File: src/rtl/radio_deser.sv
// Receive-side deserializer for the radio serial link: acquires frame alignment
// from the SYNC strobe and emits {R0_I, R0_Q, R1_I, R1_Q} words while locked.
module radio_deser #(
  parameter int unsigned FRAME_BITS = 8,
  parameter int unsigned LOCK_COUNT = 4,
  parameter int unsigned LOSS_COUNT = 2
) (
  input  logic        fast_clk,
  input  logic        rst_n,
  input  logic        data_in,
  input  logic        sync_in,
  output logic [1:0]  r0_i,
  output logic [1:0]  r0_q,
  output logic [1:0]  r1_i,
  output logic [1:0]  r1_q,
  output logic        word_valid,
  output logic        locked,
  output logic        sync_err,
  output logic [15:0] frame_cnt
);

  localparam int unsigned CNT_W  = 3;
  localparam int unsigned SAMP_W = 2;
  localparam int unsigned TALLY_W = 4;
  localparam int unsigned FCNT_W = 16;
  localparam int unsigned SHIFT_W = 7;

  typedef enum logic [1:0] {
    HUNT   = 2'd0,
    VERIFY = 2'd1,
    LOCKED = 2'd2
  } state_t;

  state_t               state_q, state_d;
  logic [CNT_W-1:0]     bit_cnt_q, bit_cnt_d;
  logic [TALLY_W-1:0]   good_q, good_d;
  logic [TALLY_W-1:0]   bad_q, bad_d;
  logic [SHIFT_W-1:0]   shift_q, shift_d;
  logic [SAMP_W-1:0]    r0_i_q, r0_i_d;
  logic [SAMP_W-1:0]    r0_q_q, r0_q_d;
  logic [SAMP_W-1:0]    r1_i_q, r1_i_d;
  logic [SAMP_W-1:0]    r1_q_q, r1_q_d;
  logic                 word_valid_q, word_valid_d;
  logic                 locked_q, locked_d;
  logic                 sync_err_q, sync_err_d;
  logic [FCNT_W-1:0]    frame_cnt_q, frame_cnt_d;

  logic                 at_bit0_c;
  logic                 at_last_c;
  logic                 good_sync_c;
  logic                 miss_c;
  logic                 misplaced_c;
  logic [TALLY_W-1:0]   good_inc_c;
  logic [TALLY_W-1:0]   bad_inc_c;
  logic [FRAME_BITS-1:0] frame_c;

  assign at_bit0_c   = (bit_cnt_q == '0);
  assign at_last_c   = (bit_cnt_q == CNT_W'(FRAME_BITS - 1));
  assign good_sync_c = sync_in & at_bit0_c;
  assign miss_c      = ~sync_in & at_bit0_c;
  assign misplaced_c = sync_in & ~at_bit0_c;
  assign good_inc_c  = good_q + TALLY_W'(1);
  assign bad_inc_c   = bad_q + TALLY_W'(1);
  // LSB arrives first, so the current sample is the MSB of the assembled frame
  assign frame_c     = {data_in, shift_q};

  // Next-state, alignment and word assembly
  always_comb begin
    state_d      = state_q;
    bit_cnt_d    = bit_cnt_q + CNT_W'(1);
    good_d       = good_q;
    bad_d        = bad_q;
    shift_d      = {data_in, shift_q[SHIFT_W-1:1]};
    r0_i_d       = r0_i_q;
    r0_q_d       = r0_q_q;
    r1_i_d       = r1_i_q;
    r1_q_d       = r1_q_q;
    word_valid_d = 1'b0;
    sync_err_d   = 1'b0;
    frame_cnt_d  = frame_cnt_q;

    unique case (state_q)
      HUNT: begin
        if (sync_in) begin
          bit_cnt_d = CNT_W'(1);
          good_d    = '0;
          state_d   = VERIFY;
        end
      end
      VERIFY: begin
        if (good_sync_c) begin
          good_d = good_inc_c;
          if (good_inc_c == TALLY_W'(LOCK_COUNT)) begin
            state_d = LOCKED;
            bad_d   = '0;
          end
        end else if (miss_c) begin
          sync_err_d = 1'b1;
          state_d    = HUNT;
        end else if (misplaced_c) begin
          sync_err_d = 1'b1;
          bit_cnt_d  = CNT_W'(1);
          good_d     = '0;
        end
      end
      LOCKED: begin
        // Flywheel: bad syncs never move the alignment while locked
        if (good_sync_c) begin
          bad_d = '0;
        end else if (miss_c || misplaced_c) begin
          sync_err_d = 1'b1;
          bad_d      = bad_inc_c;
          if (bad_inc_c == TALLY_W'(LOSS_COUNT)) begin
            state_d = HUNT;
          end
        end
      end
      default: begin
        state_d = HUNT;
      end
    endcase

    if ((state_q == LOCKED) && at_last_c) begin
      r0_i_d       = frame_c[7:6];
      r0_q_d       = frame_c[5:4];
      r1_i_d       = frame_c[3:2];
      r1_q_d       = frame_c[1:0];
      word_valid_d = 1'b1;
      frame_cnt_d  = frame_cnt_q + FCNT_W'(1);
    end
  end

  assign locked_d = (state_d == LOCKED);

  always_ff @(posedge fast_clk or negedge rst_n) begin
    if (!rst_n) begin
      state_q      <= HUNT;
      bit_cnt_q    <= '0;
      good_q       <= '0;
      bad_q        <= '0;
      shift_q      <= '0;
      r0_i_q       <= '0;
      r0_q_q       <= '0;
      r1_i_q       <= '0;
      r1_q_q       <= '0;
      word_valid_q <= 1'b0;
      locked_q     <= 1'b0;
      sync_err_q   <= 1'b0;
      frame_cnt_q  <= '0;
    end else begin
      state_q      <= state_d;
      bit_cnt_q    <= bit_cnt_d;
      good_q       <= good_d;
      bad_q        <= bad_d;
      shift_q      <= shift_d;
      r0_i_q       <= r0_i_d;
      r0_q_q       <= r0_q_d;
      r1_i_q       <= r1_i_d;
      r1_q_q       <= r1_q_d;
      word_valid_q <= word_valid_d;
      locked_q     <= locked_d;
      sync_err_q   <= sync_err_d;
      frame_cnt_q  <= frame_cnt_d;
    end
  end

  assign r0_i       = r0_i_q;
  assign r0_q       = r0_q_q;
  assign r1_i       = r1_i_q;
  assign r1_q       = r1_q_q;
  assign word_valid = word_valid_q;
  assign locked     = locked_q;
  assign sync_err   = sync_err_q;
  assign frame_cnt  = frame_cnt_q;

endmodule

File: config.mk
export PLATFORM = sky130hd
export DESIGN_NAME = radio_deser
export DESIGN_NICKNAME = d
export VERILOG_FILES = /design/src/rtl/radio_deser.sv
export SDC_FILE = /design/constraint.sdc
export NUM_CORES = 1
export LEC_CHECK = 0
export ABC_AREA = 1
export BUFFER_PORTS_ARGS = -buffer_cell sky130_fd_sc_hd__buf_2
export CORE_MARGIN = 1.5
export CORE_UTILIZATION = 35
export CTS_CLUSTER_DIAMETER = 120
export DETAILED_ROUTE_END_ITERATION = 10
export MAX_ROUTING_LAYER = met4
export PLACE_DENSITY_LB_ADDON = 0.1
export RECOVER_POWER = 25
export SLEW_MARGIN = 20
export SYNTH_ARGS = -nofsm -noshare
export SYNTH_HDL_FRONTEND = slang
export SYNTH_SLANG_ARGS = --single-unit
File: constraint.sdc
create_clock -name fast_clk -period 1.81 [get_ports fast_clk]
set_input_delay 0.0905 -clock fast_clk [delete_from_list [all_inputs] [get_ports fast_clk]]
set_output_delay 0.0905 -clock fast_clk [all_outputs]
set_load 0.02 [all_outputs]
==> impl_metrics.ini, run 1 <==
[die]
die_h_um = 86.2
core_mm2 = 0.00676
start_util_pct = 35.9
io_pins = 31
dieWidth_um = 86.2
row_count = 30
die_area_mm2 = 0.00743

[finish]
final_nets = 358
layout_commonest_cell = nand2_1
layout_common_cells = 95 x nand2_1, 47 x dfrtp_1, 36 x inv_1
syn_to_final_growth_pct = 21.2
nFillCells = 685
diodes = 0
final_cell_count_no_fill = 418
drive_gt1_share_pct = 20.4

[drt]
wire_per_inst_um = 11.4
via_count = 1902
first_pass_iters = 4
drt-vias-per-instance = 4.55
antenna_left = 0
finalWirelength_mm = 4.77
drt-initial-drc-count = 71
drc_errors = 0

[clock_tree]
numCtsBuffers = 5
cts_sinks = 47
root_buffer = clkbuf_8
clockBufferDepth = 2
cts_max_level = 2
cts_tree = done
clock_latency_ns = 0.30
cts.clk_slew.worst_paths_ns = 0.08

[placement]
place_inst = 405
place_hpwl_mm = 3.57
gp_congestion = 0.743
io_buffers = 30

[run]
max_cap_violations = 0

[worst_setup_path]
max_stage_delay_ns = 0.40
crit_family = simple AND/OR/NAND/NOR gates
cp.required_ns = 2.04
cp-end-kind = flop
path_max_fanout = 4
crit_arrival_ns = 1.97
crit_chain = inv_2 -> ha_4 -> inv_2 -> nor2_4 -> inv_2 -> ha_4 -> nand3_2 -> nor2_1 -> nand2_1 -> nand2_2 -> nand2_1 -> nand2_1 -> nand2_1 -> nor2_1
cp_slowest_cell = dfrtp_1
path_common_cell = nand2_1
path_buf_inv = 3
critPathLaunchType = flop
crit_type = flop to flop

[sta]
relSlewSlack_pct = 10.3
rsz0062_at_grt = true
post-route-period-util_pct = 96.0
setup_viol = 0
slew_viol_final = 0
clock_skew_ns = 0.00994
post-route-min-period_ns = 1.74
finalHoldViolCount = 0
fmax_ghz = 0.576
tightest_slew_ns = 1.34

[synth]
synth_seq_cells = 47
postSynthAreaPerCell_um2 = 8.38
syn_inst = 289
yosysWarnings = 0
synthesis.area_mm2 = 0.00242
synth_cell_types = 25
yosysTopAreaCellShare_pct = 48.6
synth_fp_nets = 310
ys_top_cells_by_area = dfrtp_1 49%, nand2_1 15%, ha_1 8.8%, inv_1 6.4%, xor2_1 3.3%
ys_seq_area_share_pct = 48.6
synth_top_area_cell = dfrtp_1

[grt]
grtUsageTotal_pct = 14.8
grt_antenna_before_repair = 0
grt-ovfl-total = 0
grt_max_degree = 27
grt_pass1_vias = 1840
grt_pass1_wl_mm = 8.48

[power]
leakage_nw = 1.59
finalPower_mw = 2.65
vdd_drop_max_v = 0.000412
power_density_mw_per_mm2 = 902

[outcome]
status = complete, no violations

[hold_path]
hold_path_class = primary input to flop
==> synth_stat cells <==
cell type / instances
nand2_2: 2
clkinv_1: 1
a31oi_1: 1
o21ai_0: 13
inv_1: 41
nor2_1: 16
nand4_1: 6
or2_2: 2
o22ai_1: 2
xor2_1: 9
a21boi_0: 1
nor3_4: 1
dfrtp_1: 47
nor3_1: 6
ha_1: 17
nand4_2: 1
o21ai_1: 1
nand3_1: 15
nor2_4: 3
nand2_1: 96
a21oi_1: 2
clkbuf_1: 1
nand2_4: 1
o211ai_1: 2
buf_2: 2
==> report_power, final <==
part           internal [mW]  switching [mW]
Sequential              1.11          0.0511
Combinational          0.288           0.405
Clock                  0.416           0.373
Total                   1.82           0.829
==> worst paths after layout <==
check | from | to | slack, ns | cells after the start
worst min register to register | shift_q[2] | shift_q[1] | 0.38 | 0
min in group asynchronous | rst_n | frame_cnt[9] | 0.61 | 2
worst min-delay path | sync_in | bit_cnt_q[0] | 0.14 | 3
worst max-delay path | bit_cnt_q[0] | locked | 0.07 | 14
max in group asynchronous | rst_n | state_q[1] | 0.39 | 2
worst max register to register | bit_cnt_q[0] | locked | 0.07 | 14
==> layer usage <==
metal / track usage (%) / vias to the layer above / part of all wire [%]
met4: 4.40 / 0 / 1.3
met3: 3.33 / 4 / 2.8
met1: 18.7 / 872 / 48
li1: - / 998 / -
met2: 23.8 / 28 / 47
met5: - / - / 0
==> logic make-up after synthesis <==
| logic type | synth area share, % |
|---|---|
| and+or+nand+nor | 27.3 |
| DFF | 48.6 |
| xor gates and xnor gates | 3.25 |
| buffers and inverters | 7.08 |
| AOI/OAI and AO/OA | 5.01 |
| adders and majority gates | 8.78 |
==> worst register-to-register path: stages, from the launching register on <==
cell and delay (ns):
dfrtp_1 0.40, inv_2 0.08, ha_4 0.13, inv_2 0.04
nor2_4 0.14, inv_2 0.07, ha_4 0.27, nand3_2 0.06
nor2_1 0.08, nand2_1 0.06, nand2_2 0.07, nand2_1 0.05
nand2_1 0.07, nand2_1 0.05, nor2_1 0.10
==> registers in the layout, summed over array words and instances, names as in the netlist <==
signal	count
state_q	2
sync_err	1
locked	1
word_valid	1
r0_i	2
good_q	4
bit_cnt_q	3
shift_q	7
frame_cnt	16
bad_q	4
r1_i	2
r1_q	2
r0_q	2
==> cell type report <==
type | instances | area (µm²) | share of cell area [%]
Sequential cell | 47 | 1180 | 40.1
Multi-Input combinational cell | 197 | 1120 | 38.0
Timing Repair Buffer | 44 | 270 | 9.20
Inverter | 42 | 158 | 5.37
Tap cell | 80 | 100 | 3.41
Clock buffer | 5 | 68.8 | 2.34
Clock inverter | 3 | 46.3 | 1.58
==> repair_timing <==
item	4_1_cts	5_1_grt
pin swaps	0	9
hold buffers	2	0
setup endpoints to repair	3	11
setup buffers	0	3
gates resized for setup	2	11
hold endpoints to repair	22	0
==> stage by stage <==
step	TNS, ns	utilization (%)	instance area (µm²)	hold slack (ns)	setup slack [ns]
3_3_place_gp	-0.0108	40.5	2740	0.108	-0.0108
2_1_floorplan	0	-	2420	-0.205	0.0583
5_1_grt	-0.360	43.5	2940	0.163	-0.0971
4_1_cts	0	42.6	2880	0.138	0.0175
3_5_place_dp	-0.167	40.5	2740	0.118	-0.0820
6_report	0	43.5	2940	0.143	0.0730
No activity file was read; power rests on OpenSTA's default activity.
==> run 2, diff against run 1 <==
--- a/config.mk
+++ b/config.mk
@@ -6,7 +6,10 @@
 export NUM_CORES = 1
 export LEC_CHECK = 0
 export ABC_AREA = 1
+export ABC_CLOCK_PERIOD_IN_PS = 1810
 export BUFFER_PORTS_ARGS = -buffer_cell sky130_fd_sc_hd__buf_2
+export CELL_PAD_IN_SITES_DETAIL_PLACEMENT = 0
+export CELL_PAD_IN_SITES_GLOBAL_PLACEMENT = 1
 export CORE_MARGIN = 1.5
 export CORE_UTILIZATION = 35
 export CTS_CLUSTER_DIAMETER = 120
@@ -14,6 +17,7 @@
 export MAX_ROUTING_LAYER = met4
 export PLACE_DENSITY_LB_ADDON = 0.1
 export RECOVER_POWER = 25
+export SKIP_LAST_GASP = 1
 export SLEW_MARGIN = 20
 export SYNTH_ARGS = -nofsm -noshare
 export SYNTH_HDL_FRONTEND = slang
==> impl_metrics.ini, run 2 (synthesis gave the netlist of run 1 again) <==
[grt]
grt-ovfl-total = 0
grt_pass1_vias = 1819
grtUsageTotal_pct = 15.0
grt_pass1_wl_mm = 8.40
grt_max_degree = 30
grt_antenna_before_repair = 0

[clock_tree]
cts.clk_slew.worst_paths_ns = 0.09
cts_max_level = 2
root_buffer = clkbuf_8
cts_tree = done
postCtsSetupBuffers = 0
clockBufferDepth = 2
clock_latency_ns = 0.30
cts_sinks = 47
numCtsBuffers = 5

[placement]
io_buffers = 30
place_hpwl_mm = 3.69
place_inst = 406
placed_cell_area_mm2 = 0.00275
gp_congestion = 0.764
pre_cts_slack_ns = 0.0104

[finish]
design_area_mm2 = 0.00292
final_nets = 356
fin_util_pct = 43.1
syn_to_final_growth_pct = 20.4
largest_reg_flops = 16
layout_common_cells = 95 x nand2_1, 45 x dfrtp_1, 36 x inv_1
layout_commonest_cell = nand2_1
final_cell_count_no_fill = 416
drive_gt1_share_pct = 21.4
diodes = 0

[worst_setup_path]
crit_arrival_ns = 1.95
critPathLaunchType = flop
cp_slowest_cell = dfrtp_1
path_common_cell = nand2_1
path_max_fanout = 3
reg2regPathDepth = 14
timing.reg2reg.setup_slack_ns = 0.1
crit_chain = inv_2 -> ha_4 -> inv_2 -> nor2_4 -> inv_2 -> ha_4 -> nand3_2 -> nor2_2 -> nand2_1 -> nand2_1 -> nand2_1 -> nand2_1 -> nand2_1 -> nor2_1
cp-end-kind = flop
max_stage_delay_ns = 0.40
crit_type = flop to flop
cp.required_ns = 2.04
worst_r2r_startpoint = bit_cnt_q[1]
worst_r2r_endpoint = locked

[hold_path]
min_from = sync_in
holdPathStages = 3
hold_path_end = bit_cnt_q[0]
hold_path_class = primary input to flop

[power]
power_density_mw_per_mm2 = 875
leakage_nw = 1.57
vdd_drop_max_v = 0.000377

[sta]
setup_viol = 0
tightest_slew_ns = 1.18
clock_skew_ns = 0.00733
fmax_ghz = 0.584
post-route-min-period_ns = 1.71
rsz0062_at_grt = true
slew_viol_final = 0
relSlewSlack_pct = 21.2
post-route-period-util_pct = 94.7
setup_ws_ns = 0.0964
finalHoldViolCount = 0
whs_ns = 0.137

[die]
die_h_um = 86.2
dieWidth_um = 86.2
row_count = 30
io_pins = 31
core_mm2 = 0.00676
start_util_pct = 35.9
die_area_mm2 = 0.00743

[run]
max_cap_violations = 0

[drt]
drt-vias-per-instance = 4.60
wire_per_inst_um = 11.8
finalWirelength_mm = 4.92
antenna_left = 0
via_count = 1913
drc_errors = 0
drt-initial-drc-count = 67
first_pass_iters = 4

[outcome]
status = complete, no violations
-- run 2: cell count changes in the layout (fill, tap and decap cells not counted), sizes merged --
cell | previous run | this run
buf | 40 | 38
clkinv | 1 | 2
clkbuf | 7 | 8
inv | 42 | 41
bufinv | 1 | 0
-- run 2: final cells by class --
type,instances,area (µm²)
flip-flops and latches,47,1180
well taps,80,100
clock inverters,2,16.3
repair buffers,42,255
multi-input cells,197,1120
inverters,42,158
clock buffers,6,82.6
fillers,694,3840
-- run 2: power breakdown --
group	internal [mW]	switching, mW
clock	0.312	0.366
sequential	1.12	0.0511
combinational	0.288	0.417
-- run 2: worst max path at each step --
stage / endpoint / from / cells past startpoint
6_report: locked / bit_cnt_q[1] / 14
5_1_grt: locked / bit_cnt_q[0] / 14
2_1_floorplan: locked / bit_cnt_q[0] / 14
4_1_cts: locked / bit_cnt_q[0] / 14
3_3_place_gp: locked / bit_cnt_q[0] / 14
3_5_place_dp: locked / bit_cnt_q[0] / 14
-- run 2: metal layers --
layer / wire [µm] / vias to the layer above / track usage [%]
li1: - / 998 / -
met1: 2340 / 881 / 18.5
met2: 2380 / 27 / 24.5
met3: 113 / 7 / 2.38
met4: 82 / 0 / 6.16
met5: 0 / - / -
-- run 2: metrics by stage --
step	setup TNS (ns)	power [mW]
floorplan	0	1.57
global placement	0	1.79
detailed placement	0	1.79
CTS	0	2.51
global route	-0.146	2.75
finish	0	2.55
-- run 2: repair_timing --
item,4_1_cts,5_1_grt
hold buffers,2,0
gates resized for setup,1,18
hold endpoints to repair,20,0
endpoints found under the setup margin,1,9
pin swaps,0,9
-- run 2: critical path: cells and delay by family, from the launching register on --
kind | cells | cell delay (ns)
adder cells (fa/ha/maj) | 2 | 0.39
AND/OR/NAND/NOR | 9 | 0.68
buffers and inverters | 3 | 0.19
flip-flops | 1 | 0.40
==> run 3, diff against run 2 <==
--- a/config.mk
+++ b/config.mk
@@ -5,7 +5,6 @@
 export SDC_FILE = /design/constraint.sdc
 export NUM_CORES = 1
 export LEC_CHECK = 0
-export ABC_AREA = 1
 export ABC_CLOCK_PERIOD_IN_PS = 1810
 export BUFFER_PORTS_ARGS = -buffer_cell sky130_fd_sc_hd__buf_2
 export CELL_PAD_IN_SITES_DETAIL_PLACEMENT = 0
@@ -17,7 +16,6 @@
 export MAX_ROUTING_LAYER = met4
 export PLACE_DENSITY_LB_ADDON = 0.1
 export RECOVER_POWER = 25
-export SKIP_LAST_GASP = 1
 export SLEW_MARGIN = 20
 export SYNTH_ARGS = -nofsm -noshare
 export SYNTH_HDL_FRONTEND = slang
==> impl_metrics.ini, run 3 <==
[sta]
relSlewSlack_pct = 48.0
finalHoldViolCount = 0
setup_tns_ns = -0.685
setup_viol = 5
clock_skew_ns = 0.00902
tightest_slew_ns = 0.779
fmax_ghz = 0.502
post-route-min-period_ns = 1.99
whs_ns = 0.198
setup_ws_ns = -0.182
rsz0062_at_grt = true
slew_viol_final = 0
post-route-period-util_pct = 110

[placement]
place_hpwl_mm = 3.14
io_buffers = 30
gp_congestion = 0.845
pre_cts_slack_ns = -0.169
place_inst = 313
placed_cell_area_mm2 = 0.00263

[synth]
ys_top_cells_by_area = dfrtp_1 53%, ha_1 9.5%, xnor2_1 4.7%, mux2_2 4.5%, nand2_1 2.7%
synth_ff_type = dfrtp_1
synthesis.area_mm2 = 0.00223
yosysMostFrequentCell = dfrtp_1
synth_cell_types = 39
synth-async-reset-ratio_pct = 100
synth_common_cells = 47 x dfrtp_1, 17 x ha_1, 16 x nand2_1, 14 x nor2_1, 12 x xnor2_1
ys_seq_area_share_pct = 52.7
synth_seq_cells = 47
postSynthAreaPerCell_um2 = 11.7
synth_edf_count = 0
synth_fp_nets = 211
yosysTopAreaCellShare_pct = 52.7
yosysWarnings = 0
syn_inst = 190
synth_top_area_cell = dfrtp_1

[grt]
grt_pass1_vias = 1642
grt-ovfl-total = 0
grt_pass1_wl_mm = 7.23
grt_antenna_before_repair = 0
grt_max_degree = 33
grtUsageTotal_pct = 13.3

[worst_setup_path]
critPathLaunchType = flop
cp-end-kind = flop
path_max_fanout = 4
crit_type = flop to flop
crit_arrival_ns = 2.17
cp.required_ns = 1.99
timing.reg2reg.setup_slack_ns = -0.18

[drt]
drt-initial-drc-count = 47
antenna_left = 0
finalWirelength_mm = 4.23
wire_per_inst_um = 13.1
via_count = 1547
drt-vias-per-instance = 4.77
first_pass_iters = 4
drc_errors = 0

[hold_path]
hold_path_class = primary input to flop

[outcome]
status = finished with violations
violations = negative setup slack

[power]
finalPower_mw = 2.62
vdd_drop_max_v = 0.000445
p_int_mw = 1.80
p_sw_share_pct = 31.3
pwr-share-seq_pct = 44.4
pwr-share-clk_pct = 25.3
leakage_nw = 1.42
power_density_mw_per_mm2 = 927
p_comb_share_pct = 30.3
p_sw_mw = 0.818

[die]
die_h_um = 82.8
row_count = 28
core_mm2 = 0.00603
die_area_mm2 = 0.00686
io_pins = 31
start_util_pct = 37.0
dieWidth_um = 82.8

[finish]
design_area_mm2 = 0.00282
final_nets = 269
diodes = 0
nFillCells = 584
fin_util_pct = 46.9
multi_input_area_mm2 = 0.00110
drive_gt1_share_pct = 33.7
layout_commonest_cell = dfrtp_1
layout_common_cells = 47 x dfrtp_1, 24 x buf_2, 22 x buf_4
final_cell_count_no_fill = 324
register_area_mm2 = 0.00118
syn_to_final_growth_pct = 26.7
largest_reg_flops = 16

[clock_tree]
cts.clk_slew.worst_paths_ns = 0.08
clockBufferDepth = 2
cts_sinks = 47
numCtsBuffers = 5
cts_tree = done
cts_max_level = 2
clock_latency_ns = 0.30
root_buffer = clkbuf_8

[run]
max_cap_violations = 0
run 3: cell count changes in the layout (fill, tap and decap cells not counted), sizes merged, moves of 6 or more:
cell   before  now
nand2      99   16
o21ai      14    7
inv        41    9
mux2        0   12
buf        38   46
xnor2       0   12
nand3      15    9
run 3: area by class of cell:
type                            instances  share of cell area (%)
Sequential cell                        47                    41.6
Multi-Input combinational cell        131                    38.8
Timing Repair Buffer                   54                    11.7
Tap cell                               75                    3.32
Clock buffer                            7                    3.06
Inverter                                9                    1.20
Clock inverter                          1                   0.310
run 3: path summary, 6_finish.rpt:
check	cells after the start	from	end
max reg2reg	6	good_q[0]	bad_q[3]
max in group asynchronous	3	rst_n	bad_q[0]
min reg2reg	0	shift_q[6]	shift_q[5]
max	6	good_q[0]	bad_q[3]
min	3	sync_in	bit_cnt_q[1]
min in group asynchronous	2	rst_n	r1_q[0]
run 3: worst max-delay path, cell delays in order, from the launching register on:
cell      delay (ns)
dfrtp_1         0.40
ha_2            0.20
or2b_1          0.27
o32ai_4         0.12
nand3_2         0.13
a221oi_4        0.41
mux2_4          0.34
run 3: power groups by stage:
| stage | clock (mW) | combinational (mW) | sequential, mW |
|---|---|---|---|
| 6_report | 0.662 | 0.794 | 1.16 |
| 5_1_grt | 0.733 | 0.898 | 1.18 |
| 4_1_cts | 0.692 | 0.749 | 1.16 |
| 3_5_place_dp | 0 | 0.719 | 1.18 |
| 3_3_place_gp | 0 | 0.705 | 1.18 |
| 2_1_floorplan | 0 | 0.421 | 1.20 |
run 3: routing by layer:
metal  vias up  routed length, µm  global-route usage, %
met4         0                124                   6.52
met1       743               1960                   16.4
met3         9                146                   3.08
met2        33               2000                   20.7
li1        762                  -                      -
met5         -                  0                      -
run 3: cells by family after synthesis:
family,synth area share [%]
XOR/XNOR,6.68
adder cells (fa/ha/maj),9.54
multiplexers,6.57
buffers and inverters,2.41
AND/OR/NAND/NOR,13.1
AO/OA/AOI/OAI,8.92
flip-flops,52.7
run 3: what timing repair did:
action | in CTS | in global routing
hold endpoints to repair | 31 | 0
resized for setup | 6 | 14
hold buffers | 2 | 0
setup buffers | 0 | 1
pin swaps | 0 | 8
setup endpoints to repair | 8 | 16
